**src/rtl/sdu_reg_dumper.sv**
```systemverilog
// sdu_reg_dumper: walks register-file SDU read port and streams values as LSB-first bytes.
// Define SDU_DUMP_CHECKSUM_EN to append a mod-256 checksum byte after the data bytes.
module sdu_reg_dumper #(
    parameter int NREG = 32
) (
    input  logic        clk,
    input  logic        rst,
    input  logic        start,
    input  logic        single,
    input  logic [4:0]  addr,
    output logic [4:0]  ra_sdu,
    input  logic [31:0] rd_sdu,
    output logic [7:0]  tx_data,
    output logic        tx_valid,
    input  logic        tx_ready,
    output logic        busy,
    output logic        done
);
    typedef enum logic [2:0] {
        S_IDLE,
        S_LOAD,
        S_SEND,
`ifdef SDU_DUMP_CHECKSUM_EN
        S_CSUM,
`endif
        S_FIN
    } state_t;

    state_t      r_state, w_state;
    logic [4:0]  r_cur, w_cur, r_last, w_last;
    logic [31:0] r_word, w_word;
    logic [1:0]  r_bidx, w_bidx, w_nidx;
    logic [7:0]  w_tx_data;
    logic        w_tx_valid, w_hs;
`ifdef SDU_DUMP_CHECKSUM_EN
    logic [7:0]  r_sum, w_sum, w_sum_add;
`endif

    assign ra_sdu = r_cur;
    assign busy   = r_state != S_IDLE;
    assign done   = r_state == S_FIN;
    assign w_hs   = tx_valid && tx_ready;
    assign w_nidx = r_bidx + 2'd1;
`ifdef SDU_DUMP_CHECKSUM_EN
    assign w_sum_add = r_sum + tx_data;
`endif

    always_comb begin
        w_state    = r_state;
        w_cur      = r_cur;
        w_last     = r_last;
        w_word     = r_word;
        w_bidx     = r_bidx;
        w_tx_data  = tx_data;
        w_tx_valid = tx_valid;
`ifdef SDU_DUMP_CHECKSUM_EN
        w_sum      = r_sum;
`endif
        case (r_state)
            S_IDLE: if (start) begin
                w_cur   = single ? addr : 5'd0;
                w_last  = single ? addr : 5'(NREG - 1);
`ifdef SDU_DUMP_CHECKSUM_EN
                w_sum   = '0;
`endif
                w_state = S_LOAD;
            end
            S_LOAD: begin
                w_word     = rd_sdu;
                w_bidx     = '0;
                w_tx_data  = rd_sdu[7:0];
                w_tx_valid = 1'b1;
                w_state    = S_SEND;
            end
            S_SEND: if (w_hs) begin
`ifdef SDU_DUMP_CHECKSUM_EN
                w_sum = w_sum_add;
`endif
                if (r_bidx != 2'd3) begin
                    w_bidx    = w_nidx;
                    w_tx_data = r_word[{w_nidx, 3'd0} +: 8];
                end else if (r_cur == r_last) begin
`ifdef SDU_DUMP_CHECKSUM_EN
                    w_tx_data  = w_sum_add;
                    w_state    = S_CSUM;
`else
                    w_tx_valid = 1'b0;
                    w_state    = S_FIN;
`endif
                end else begin
                    w_cur      = r_cur + 5'd1;
                    w_tx_valid = 1'b0;
                    w_state    = S_LOAD;
                end
            end
`ifdef SDU_DUMP_CHECKSUM_EN
            S_CSUM: if (w_hs) begin
                w_tx_valid = 1'b0;
                w_state    = S_FIN;
            end
`endif
            S_FIN:   w_state = S_IDLE;
            default: w_state = S_IDLE;
        endcase
    end

    always_ff @(posedge clk or posedge rst) begin
        if (rst) begin
            r_state  <= S_IDLE;
            r_cur    <= '0;
            r_last   <= '0;
            r_word   <= '0;
            r_bidx   <= '0;
            tx_data  <= '0;
            tx_valid <= 1'b0;
`ifdef SDU_DUMP_CHECKSUM_EN
            r_sum    <= '0;
`endif
        end else begin
            r_state  <= w_state;
            r_cur    <= w_cur;
            r_last   <= w_last;
            r_word   <= w_word;
            r_bidx   <= w_bidx;
            tx_data  <= w_tx_data;
            tx_valid <= w_tx_valid;
`ifdef SDU_DUMP_CHECKSUM_EN
            r_sum    <= w_sum;
`endif
        end
    end
endmodule

```
**config.mk**
```make
export PLATFORM = sky130hd
export DESIGN_NAME = sdu_reg_dumper
export DESIGN_NICKNAME = d
export VERILOG_FILES = /design/src/rtl/sdu_reg_dumper.sv
export SDC_FILE = /design/constraint.sdc
export NUM_CORES = 1
export LEC_CHECK = 0
export CORE_ASPECT_RATIO = 0.9
export CORE_UTILIZATION = 50
export CTS_BUF_LIST = sky130_fd_sc_hd__clkbuf_4 sky130_fd_sc_hd__clkbuf_8
export DETAILED_ROUTE_END_ITERATION = 16
export PLACE_DENSITY_LB_ADDON = 0.08
export SLEW_MARGIN = 20
export SYNTH_ARGS = -nofsm -noshare
export SYNTH_HDL_FRONTEND = slang
export SYNTH_SLANG_ARGS = --single-unit
```
**constraint.sdc**
```tcl
create_clock -name clk -period 1.75 [get_ports clk]
set_input_delay 0.175 -clock clk [delete_from_list [all_inputs] [get_ports clk]]
set_output_delay 0.175 -clock clk [all_outputs]
set_load 0.02 [all_outputs]
```
---- After elaboration in Yosys (flattened, before gate mapping) ----
Cells that the tools add are included.
operators by class
  add/subtract/negate cells ............... 2
  eq/ne operators ......................... 10
  shift operators ......................... 1
  muxes and demuxes ....................... 21
  reduce and logical (&&, ||, !) cells .... 10
operator list
  operator                                                                count
  32-bit by 6-bit variable part select with 8-bit output                  1
  5-bit two-way mux                                                       6
  8-bit two-way mux                                                       2
  8-bit case mux with 2 select lines                                      1
  2-bit inequality test (second input constant)                           6
  5-bit case mux with 2 select lines                                      1
  3-bit two-way mux                                                       3
  3-bit case mux with 3 select lines                                      1
  3-bit AND reduction                                                     3
  3-bit by 2-bit equality test with 1-bit output (second input constant)  2
  2-bit two-way mux                                                       3
  5-bit by 1-bit adder with 5-bit output (second input constant)          1
  5-bit equality test                                                     1
  5-bit AND reduction                                                     1
  2-bit case mux with 2 select lines                                      1
  2-bit nonzero test                                                      2
  3-bit by 1-bit equality test with 1-bit output (second input constant)  1
  3-bit logical NOT                                                       1
  3-bit nonzero test                                                      1
  2-bit by 1-bit adder with 2-bit output (second input constant)          1
  1-bit two-way mux                                                       2
  1-bit case mux with 2 select lines                                      1
  2-bit AND reduction                                                     1
  1-bit logical AND                                                       1
storage, ports and cells
  bits in registers ....................... 56
  bits of input ports ..................... 42
  output and inout port bits .............. 16
  word-level logic and storage cells ...... 51

---- Logic depth before layout (Yosys ltp) ----
Gate-level depths: netlist of run 1.
  depth in word-level cells ............... 5
  gate-level depth with buffers ........... 7

---- Worst setup path after synthesis of run 1 ----
OpenSTA, ideal clock, no wires.
  kind .................................... reg2reg
  start point ............................. reg r_cur[3] (netlist: ra_sdu[3])
  end point ............................... reg r_cur[1] (netlist: ra_sdu[1])
  data arrival time ....................... 1.488 ns
  required time ........................... 1.625 ns
  path slack .............................. 0.137 ns
  stages on the path, launching flop included .. 5
  period minus slack after synthesis ...... 1.613 ns
  cells stage by stage .................... dfrtp_1 > xor2_1 > nor4_4 > a21oi_2 > mux2_4
between the ends
  longest elaborated chain between the ends .. 3
RTL lines
  item                                    line  source
  from (decl)                             30    logic [4:0] r_cur, w_cur, r_last, w_last;
  from (signal assigned)                  121   r_cur <= w_cur;
  5-bit equality test                     82    end else if (r_cur == r_last) begin
  2-bit inequality test (no source line)  --
  5-bit AND reduction (no source line)    --
Every way passes these cells.
A chain may end at the register's enable or synchronous reset.

---- Worst setup path after layout of run 1 ----
  start point ............................. reg r_state[1]
  end point ............................... out done
between the ends
  longest elaborated chain between the ends .. 1
RTL lines
  item                                            line  source
  from (decl)                                     29    state_t r_state, w_state;
  from (signal assigned)                          120   r_state <= w_state;
  3-bit by 2-bit equality test with 1-bit output  41    assign done = r_state == S_FIN;
  to (decl)                                       17    output logic done
Every way passes these cells.

==> impl_metrics.py, run 1 <==
metrics = {
    "clock_network": {
        "tritoncts": "yes",
        "h-tree-depth": 2,
        "clkTransAtPathRegs_ns": 0.10,
        "root_buffer": "clkbuf_8",
        "clock_sinks": 55,
        "cts-buffers-inserted": 5,
        "insertion_delay_ns": 0.31,
        "cts_hold_buffers": 0,
        "clk_path_buf_depth": 2,
    },
    "routing": {
        "routed_wl_um": 5270,
        "drc": 0,
        "firstDrtPassIters": 4,
        "drt_iter0_markers": 171,
        "postRouteAntennaNets": 0,
        "num_vias": 1892,
        "vias_per_cell": 5.44,
        "wire_per_inst_um": 15.1,
    },
    "timing": {
        "slew_violations": 0,
        "fin_tns_setup_ns": 0,
        "setup_viol": 0,
        "hold_viol_final": 0,
        "whs_ns": 0.228,
        "setup_slack_ns": 0.0618,
        "rsz0062_at_grt": "no",
        "worst_slew_pin_slew_ns": 0.419,
        "finalClockSkew_ns": 0.00489,
        "min_period_ns": 1.69,
        "fmax_ghz": 0.592,
        "finalCritPeriodShare_pct": 96.5,
        "slew_headroom_pct": 72.0,
    },
    "power": {
        "comb_power_share_pct": 47.9,
        "p_leak_nw": 1.45,
        "p_switching_mw": 2.16,
        "clkPwrFrac_pct": 14.2,
        "p_seq_share_pct": 38.0,
        "sw_frac_of_total_pct": 35.1,
        "max-vdd-ir-drop_v": 0.000840,
        "power_density_nw_per_um2": 1770,
        "internal-power_mw": 4.00,
    },
    "worst_setup_path": {
        "worstPathArrival_ns": 1.51,
        "path_delay_family": "buffers and inverters",
        "path_max_fanout": 9,
        "crit_path_max_incr_delay_ns": 0.59,
        "endpoint_kind": "primary output",
        "slowest_stage": "clkdlybuf4s50_1",
        "crit_path_cell_trace": "and2_1 -> clkdlybuf4s50_1",
        "crit_type": "flip-flop to primary output",
        "start_kind": "flip-flop",
        "path_buf_inv": 1,
        "cp.required_ns": 1.57,
    },
    "floorplanning": {
        "die_area_um2": 5590,
        "chipHeight_um": 71.1,
        "coreArea_um2": 4950,
        "fp.dieW_um": 78.7,
        "io_pins": 58,
        "rows": 24,
        "initial_utilization_pct": 53.5,
    },
    "yosys": {
        "synthXorXnorAreaFrac_pct": 1.65,
        "synth_edf_count": 0,
        "synth-compound-area-share_pct": 9.45,
        "yosys.cell_count.top_type": "dfrtp_1",
        "synthCells": 219,
        "synth_area_leaders": "dfrtp_1 52%, mux2_2 14%, mux4_2 6.8%",
        "muxShareOfSynthArea_pct": 21.4,
        "synth_area_per_cell_um2": 12.1,
        "synth-async-reset-ratio_pct": 100,
        "synth_nets": 263,
        "synthTopCellsByCount": "55 x dfrtp_1, 32 x mux2_2, 20 x nand2_1, 17 x nor2_1, 15 x a31oi_1",
        "ys_ff_latch": 55,
        "yosysTopAreaCellShare_pct": 52.0,
        "yosysTopAreaCell": "dfrtp_1",
        "synth_fa_ha_area_share_pct": 0.945,
        "netlist_area_um2": 2650,
        "yosys_most_used_dff": "dfrtp_1",
        "synth_top_family_by_area": "multiplexers",
        "yosys.area_share.simple_pct": 10.2,
        "seq_area_frac_synth_pct": 52.0,
        "synth_cell_types": 42,
        "ys_warn_count": 0,
    },
    "cells_and_area": {
        "final_net_count": 326,
        "area_growth_syn_to_layout_pct": 31.4,
        "fillers": 376,
        "n_antenna_cell": 0,
        "layout-drive-gt1-share_pct": 26.5,
    },
    "global_route": {
        "antenna_found_initial": 0,
        "grt_max_degree": 56,
        "gr-usage-all-layers_pct": 21.4,
        "grt_pass1_vias": 1958,
        "grt_pass1_wl_um": 9110,
        "overflow": 0,
    },
    "outcome": {
        "status": "completed",
    },
    "place": {
        "port_buffers": 57,
        "dp_slack_ns": 0.0826,
        "dpl.hpwl_um": 3680,
        "globalplace.congestion": 0.856,
    },
    "run": {
        "maxCapViolations": 0,
    },
    "worst_hold_path": {
        "hp-class": "primary input to async pin",
    },
}
==> worst register-to-register path, stage by stage (launching register included) <==
cell,delay [ns]
dfrtp_1,0.47
xor2_1,0.20
nor4_4,0.38
a21oi_2,0.16
mux2_4,0.33
==> layout make-up <==
type	count	area [µm²]	share of cell area, %
Tap cell	65	81.3	2.34
Clock inverter	2	35.0	1.01
Clock buffer	6	82.6	2.37
Sequential cell	55	1380	39.6
Timing Repair Buffer	69	697	20.0
Inverter	12	45.0	1.29
Multi-Input combinational cell	139	1160	33.4
==> metal layers <==
metal / share of wire [%] / global-route usage, % / vias up / routed length, µm
met3: 5.8 / 5.03 / 8 / 306
li1: - / - / 904 / -
met4: 1.3 / 6.17 / 0 / 67
met2: 46 / 32.9 / 59 / 2400
met5: 0 / 0 / - / 0
met1: 47 / 30.4 / 921 / 2500
==> path summary, 6_finish.rpt <==
kind                       slack [ns]         end       start  cells past startpoint
max reg2reg                      0.11   ra_sdu[1]   ra_sdu[0]                      4
min                              0.23   r_word[1]         rst                      3
max in group asynchronous        1.27  r_state[0]         rst                      3
min in group clk                 0.46   r_last[2]     addr[2]                      3
max                              0.06        done  r_state[1]                      2
min reg2reg                      0.51  r_word[29]  r_word[29]                      1
==> sequential cells by signal, indices dropped and copies added (netlist names) <==
| name | cells |
|---|---|
| r_word | 32 |
| tx_data | 8 |
| r_last | 5 |
| ra_sdu | 5 |
| r_bidx | 2 |
| r_state | 2 |
| tx_valid | 1 |
==> cells by family after synthesis <==
logic type | Yosys count
compound gates | 34
xor+xnor | 5
fa+ha+maj | 2
buf+inv | 25
flops | 55
mux | 42
simple gates | 56
==> power groups by stage <==
stage	combinational (mW)	clock [mW]	sequential (mW)
floorplan	1.92	0	2.41
global placement	2.91	0	2.34
detailed placement	2.97	0	2.35
CTS	2.98	0.888	2.33
global route	3.22	0.934	2.43
finish	2.94	0.872	2.34
==> repair_timing <==
item	in CTS	in global routing
pin swaps	0	0
endpoints found under the setup margin	2	1
endpoints found under the hold margin	0	0
setup buffers	0	0
gates resized for setup	2	1
==> stage by stage <==
stage	instances	cell area, µm²	power (mW)	utilization [%]
global placement	340	3360	5.25	67.9
global route	348	3480	6.58	70.3
detailed placement	340	3360	5.33	67.9
CTS	348	3480	6.20	70.2
floorplan	219	2650	4.33	-
finish	348	3480	6.15	70.3
==> cells in the final DEF, fill, tap and decap left out, types with 2 or more instances in the layout <==
cell	Yosys	routed
dfrtp_1	55	53
mux4_2	8	8
mux2_2	32	32
a31oi_1	15	15
buf_12	0	3
buf_4	2	9
dfrtp_2	0	2
ha_1	2	2
a221o_2	2	2
xor2_1	5	5
a22o_2	2	2
o31ai_1	2	2
o21ai_0	2	2
nor2_1	17	17
nand2_1	20	20
clkdlybuf4s50_1	0	56
nand3_1	5	5
nand2b_1	2	2
nand4_1	2	2
inv_1	12	11
clkbuf_8	0	6
o22ai_1	2	2
No activity file was read; power rests on OpenSTA's default activity.
==> run 2: changes to the inputs <==
--- a/config.mk
+++ b/config.mk
@@ -5,6 +5,7 @@
 export SDC_FILE = /design/constraint.sdc
 export NUM_CORES = 1
 export LEC_CHECK = 0
+export CAP_MARGIN = 20
 export CORE_ASPECT_RATIO = 0.9
 export CORE_UTILIZATION = 50
 export CTS_BUF_LIST = sky130_fd_sc_hd__clkbuf_4 sky130_fd_sc_hd__clkbuf_8
==> results of run 2 <==
The final DEF is identical to that of run 1; final timing and power are the same.
==> run 3: changes to the inputs <==
--- a/config.mk
+++ b/config.mk
@@ -5,12 +5,12 @@
 export SDC_FILE = /design/constraint.sdc
 export NUM_CORES = 1
 export LEC_CHECK = 0
-export CAP_MARGIN = 20
 export CORE_ASPECT_RATIO = 0.9
 export CORE_UTILIZATION = 50
 export CTS_BUF_LIST = sky130_fd_sc_hd__clkbuf_4 sky130_fd_sc_hd__clkbuf_8
 export DETAILED_ROUTE_END_ITERATION = 16
 export PLACE_DENSITY_LB_ADDON = 0.08
+export REMOVE_ABC_BUFFERS = 1
 export SLEW_MARGIN = 20
 export SYNTH_ARGS = -nofsm -noshare
 export SYNTH_HDL_FRONTEND = slang
==> run 3 against run 2 <==
- utilization down 0.28 points
- power down 0.62%
- via count up 0.69%
- global-route usage about the same
- non-clock buffer count up 3
- critical path depth up 2
- maximum frequency up 2.6%
- hold slack better by 0.024 ns
- combinational power up 1%
- clock power down 6.3%
- clock skew up 0.0078 ns
- register-to-register slack about the same
==> impl_metrics.py, run 3 (synthesis results as in run 1) <==
metrics = {
    "outcome": {
        "status": "completed",
    },
    "timing": {
        "setup_slack_ns": 0.105,
        "setup_viol": 0,
        "rsz0062_at_grt": "no",
        "worst_slew_pin_slew_ns": 0.412,
        "min_period_ns": 1.64,
        "slew_violations": 0,
        "hold_viol_final": 0,
        "fmax_ghz": 0.608,
        "finalCritPeriodShare_pct": 94.0,
        "slew_headroom_pct": 72.5,
        "finalClockSkew_ns": 0.0127,
    },
    "floorplanning": {
        "chipHeight_um": 71.1,
        "io_pins": 58,
        "initial_utilization_pct": 53.5,
        "fp.dieW_um": 78.7,
        "die_area_um2": 5590,
        "rows": 24,
        "coreArea_um2": 4950,
    },
    "cells_and_area": {
        "top_register": "r_word",
        "final_net_count": 329,
        "stdcell_area_um2": 3470,
        "layout_commonest_cell": "clkdlybuf4s50_1",
        "n_antenna_cell": 0,
        "fillers": 386,
        "final_cells": 350,
        "layout_common_cells": "56 x clkdlybuf4s50_1, 53 x dfrtp_1, 32 x mux2_2",
        "top_regs": "r_word x32, tx_data x8",
        "layout-drive-gt1-share_pct": 27.0,
        "area_growth_syn_to_layout_pct": 30.9,
        "largest_register_ff_count": 32,
    },
    "global_route": {
        "grt_pass1_wl_um": 9140,
        "antenna_found_initial": 0,
        "grt_pass1_vias": 1917,
        "grt_max_degree": 56,
        "overflow": 0,
        "gr-usage-all-layers_pct": 21.4,
    },
    "routing": {
        "drt_iter0_markers": 86,
        "wire_per_inst_um": 15.0,
        "postRouteAntennaNets": 0,
        "num_vias": 1905,
        "routed_wl_um": 5270,
        "firstDrtPassIters": 5,
        "vias_per_cell": 5.44,
        "drc": 0,
    },
    "clock_network": {
        "clock_sinks": 55,
        "clk_path_buf_depth": 2,
        "clkTransAtPathRegs_ns": 0.10,
        "insertion_delay_ns": 0.31,
        "tritoncts": "yes",
        "h-tree-depth": 2,
        "root_buffer": "clkbuf_8",
        "cts_hold_buffers": 0,
        "cts-buffers-inserted": 5,
    },
    "place": {
        "dpl_cell_area_um2": 3350,
        "port_buffers": 57,
        "dp_slack_ns": 0.0595,
        "dpl.hpwl_um": 3750,
        "dp_cells": 342,
        "globalplace.congestion": 0.792,
    },
    "run": {
        "maxCapViolations": 0,
    },
    "worst_setup_path": {
        "r2r_cells": 4,
        "start_kind": "flip-flop",
        "worstPathArrival_ns": 1.85,
        "path_max_fanout": 6,
        "r2r_slack_ns": 0.11,
        "crit_type": "flip-flop to flip-flop",
        "rr_endpoint": "ra_sdu[1]",
        "rr_startpoint": "ra_sdu[3]",
        "endpoint_kind": "flip-flop",
        "cp.required_ns": 1.96,
    },
    "worst_hold_path": {
        "hp-class": "primary input to async pin",
    },
    "power": {
        "max-vdd-ir-drop_v": 0.00106,
        "power_mw": 6.11,
        "power_density_nw_per_um2": 1760,
        "p_leak_nw": 1.45,
    },
}
-- run 3: changes by cell type in the layout (fill, tap and decap cells not counted) --
cell,before,now
buf_12,3,1
buf_4,9,14
clkbuf_8,6,5
clkinv_2,1,0
clkinvlp_4,0,1
-- run 3: critical path: stages (launching register included) --
cell     delay [ns]
dfrtp_1        0.44
xor2_1         0.18
nor4_4         0.44
a21oi_2        0.16
mux2_4         0.32
-- run 3: where the power goes --
group          switching, mW  leakage, nW  internal [mW]
clock network          0.399       0.0502          0.419
registers              0.407        0.644           1.91
logic                   1.36        0.753           1.62
-- run 3: metrics by stage --
stage / TNS [ns] / hold WS (ns) / utilization [%]
after detailed placement: 0 / 0.494 / 67.7
after global placement: 0 / 0.483 / 67.7
after floorplan: -33.03 / 0.271 / -
after global routing: 0 / 0.261 / 70.0
final: 0 / 0.252 / 70.0
after CTS: 0 / 0.253 / 69.8
-- run 3: routing by layer --
layer | global-route usage (%) | up-vias | part of all wire [%]
li1 | - | 913 | -
met4 | 5.14 | 0 | 0.72
met5 | 0 | - | 0
met1 | 28.5 | 936 | 44
met3 | 6.19 | 5 | 4.4
met2 | 34.8 | 51 | 51
-- run 3: how the worst max path moves through the flow --
stage                    start    endpoint  slack (ns)  cells after the start
global placement      tx_ready   ra_sdu[1]        0.07                      5
CTS                 r_state[0]        done        0.05                      2
global route         ra_sdu[3]   ra_sdu[1]        0.02                      4
floorplan           r_state[0]  tx_data[0]       -0.97                      4
detailed placement    tx_ready   ra_sdu[1]        0.06                      5
finish               ra_sdu[3]   ra_sdu[1]        0.11                      4
-- run 3: timing repair --
item                       CTS  global route
gates resized for setup      2             1
setup buffers                0             1
setup endpoints to repair    2             1
cloned                       0             0
-- run 3: layout make-up --
class                           count  area [µm²]  area share, %
Tap cell                           65        81.3           2.35
Sequential cell                    55        1380           39.8
Clock buffer                        5        68.8           1.98
Inverter                           12        45.0           1.30
Clock inverter                      2        37.5           1.08
Timing Repair Buffer               72         694           20.0
Multi-Input combinational cell    139        1160           33.5
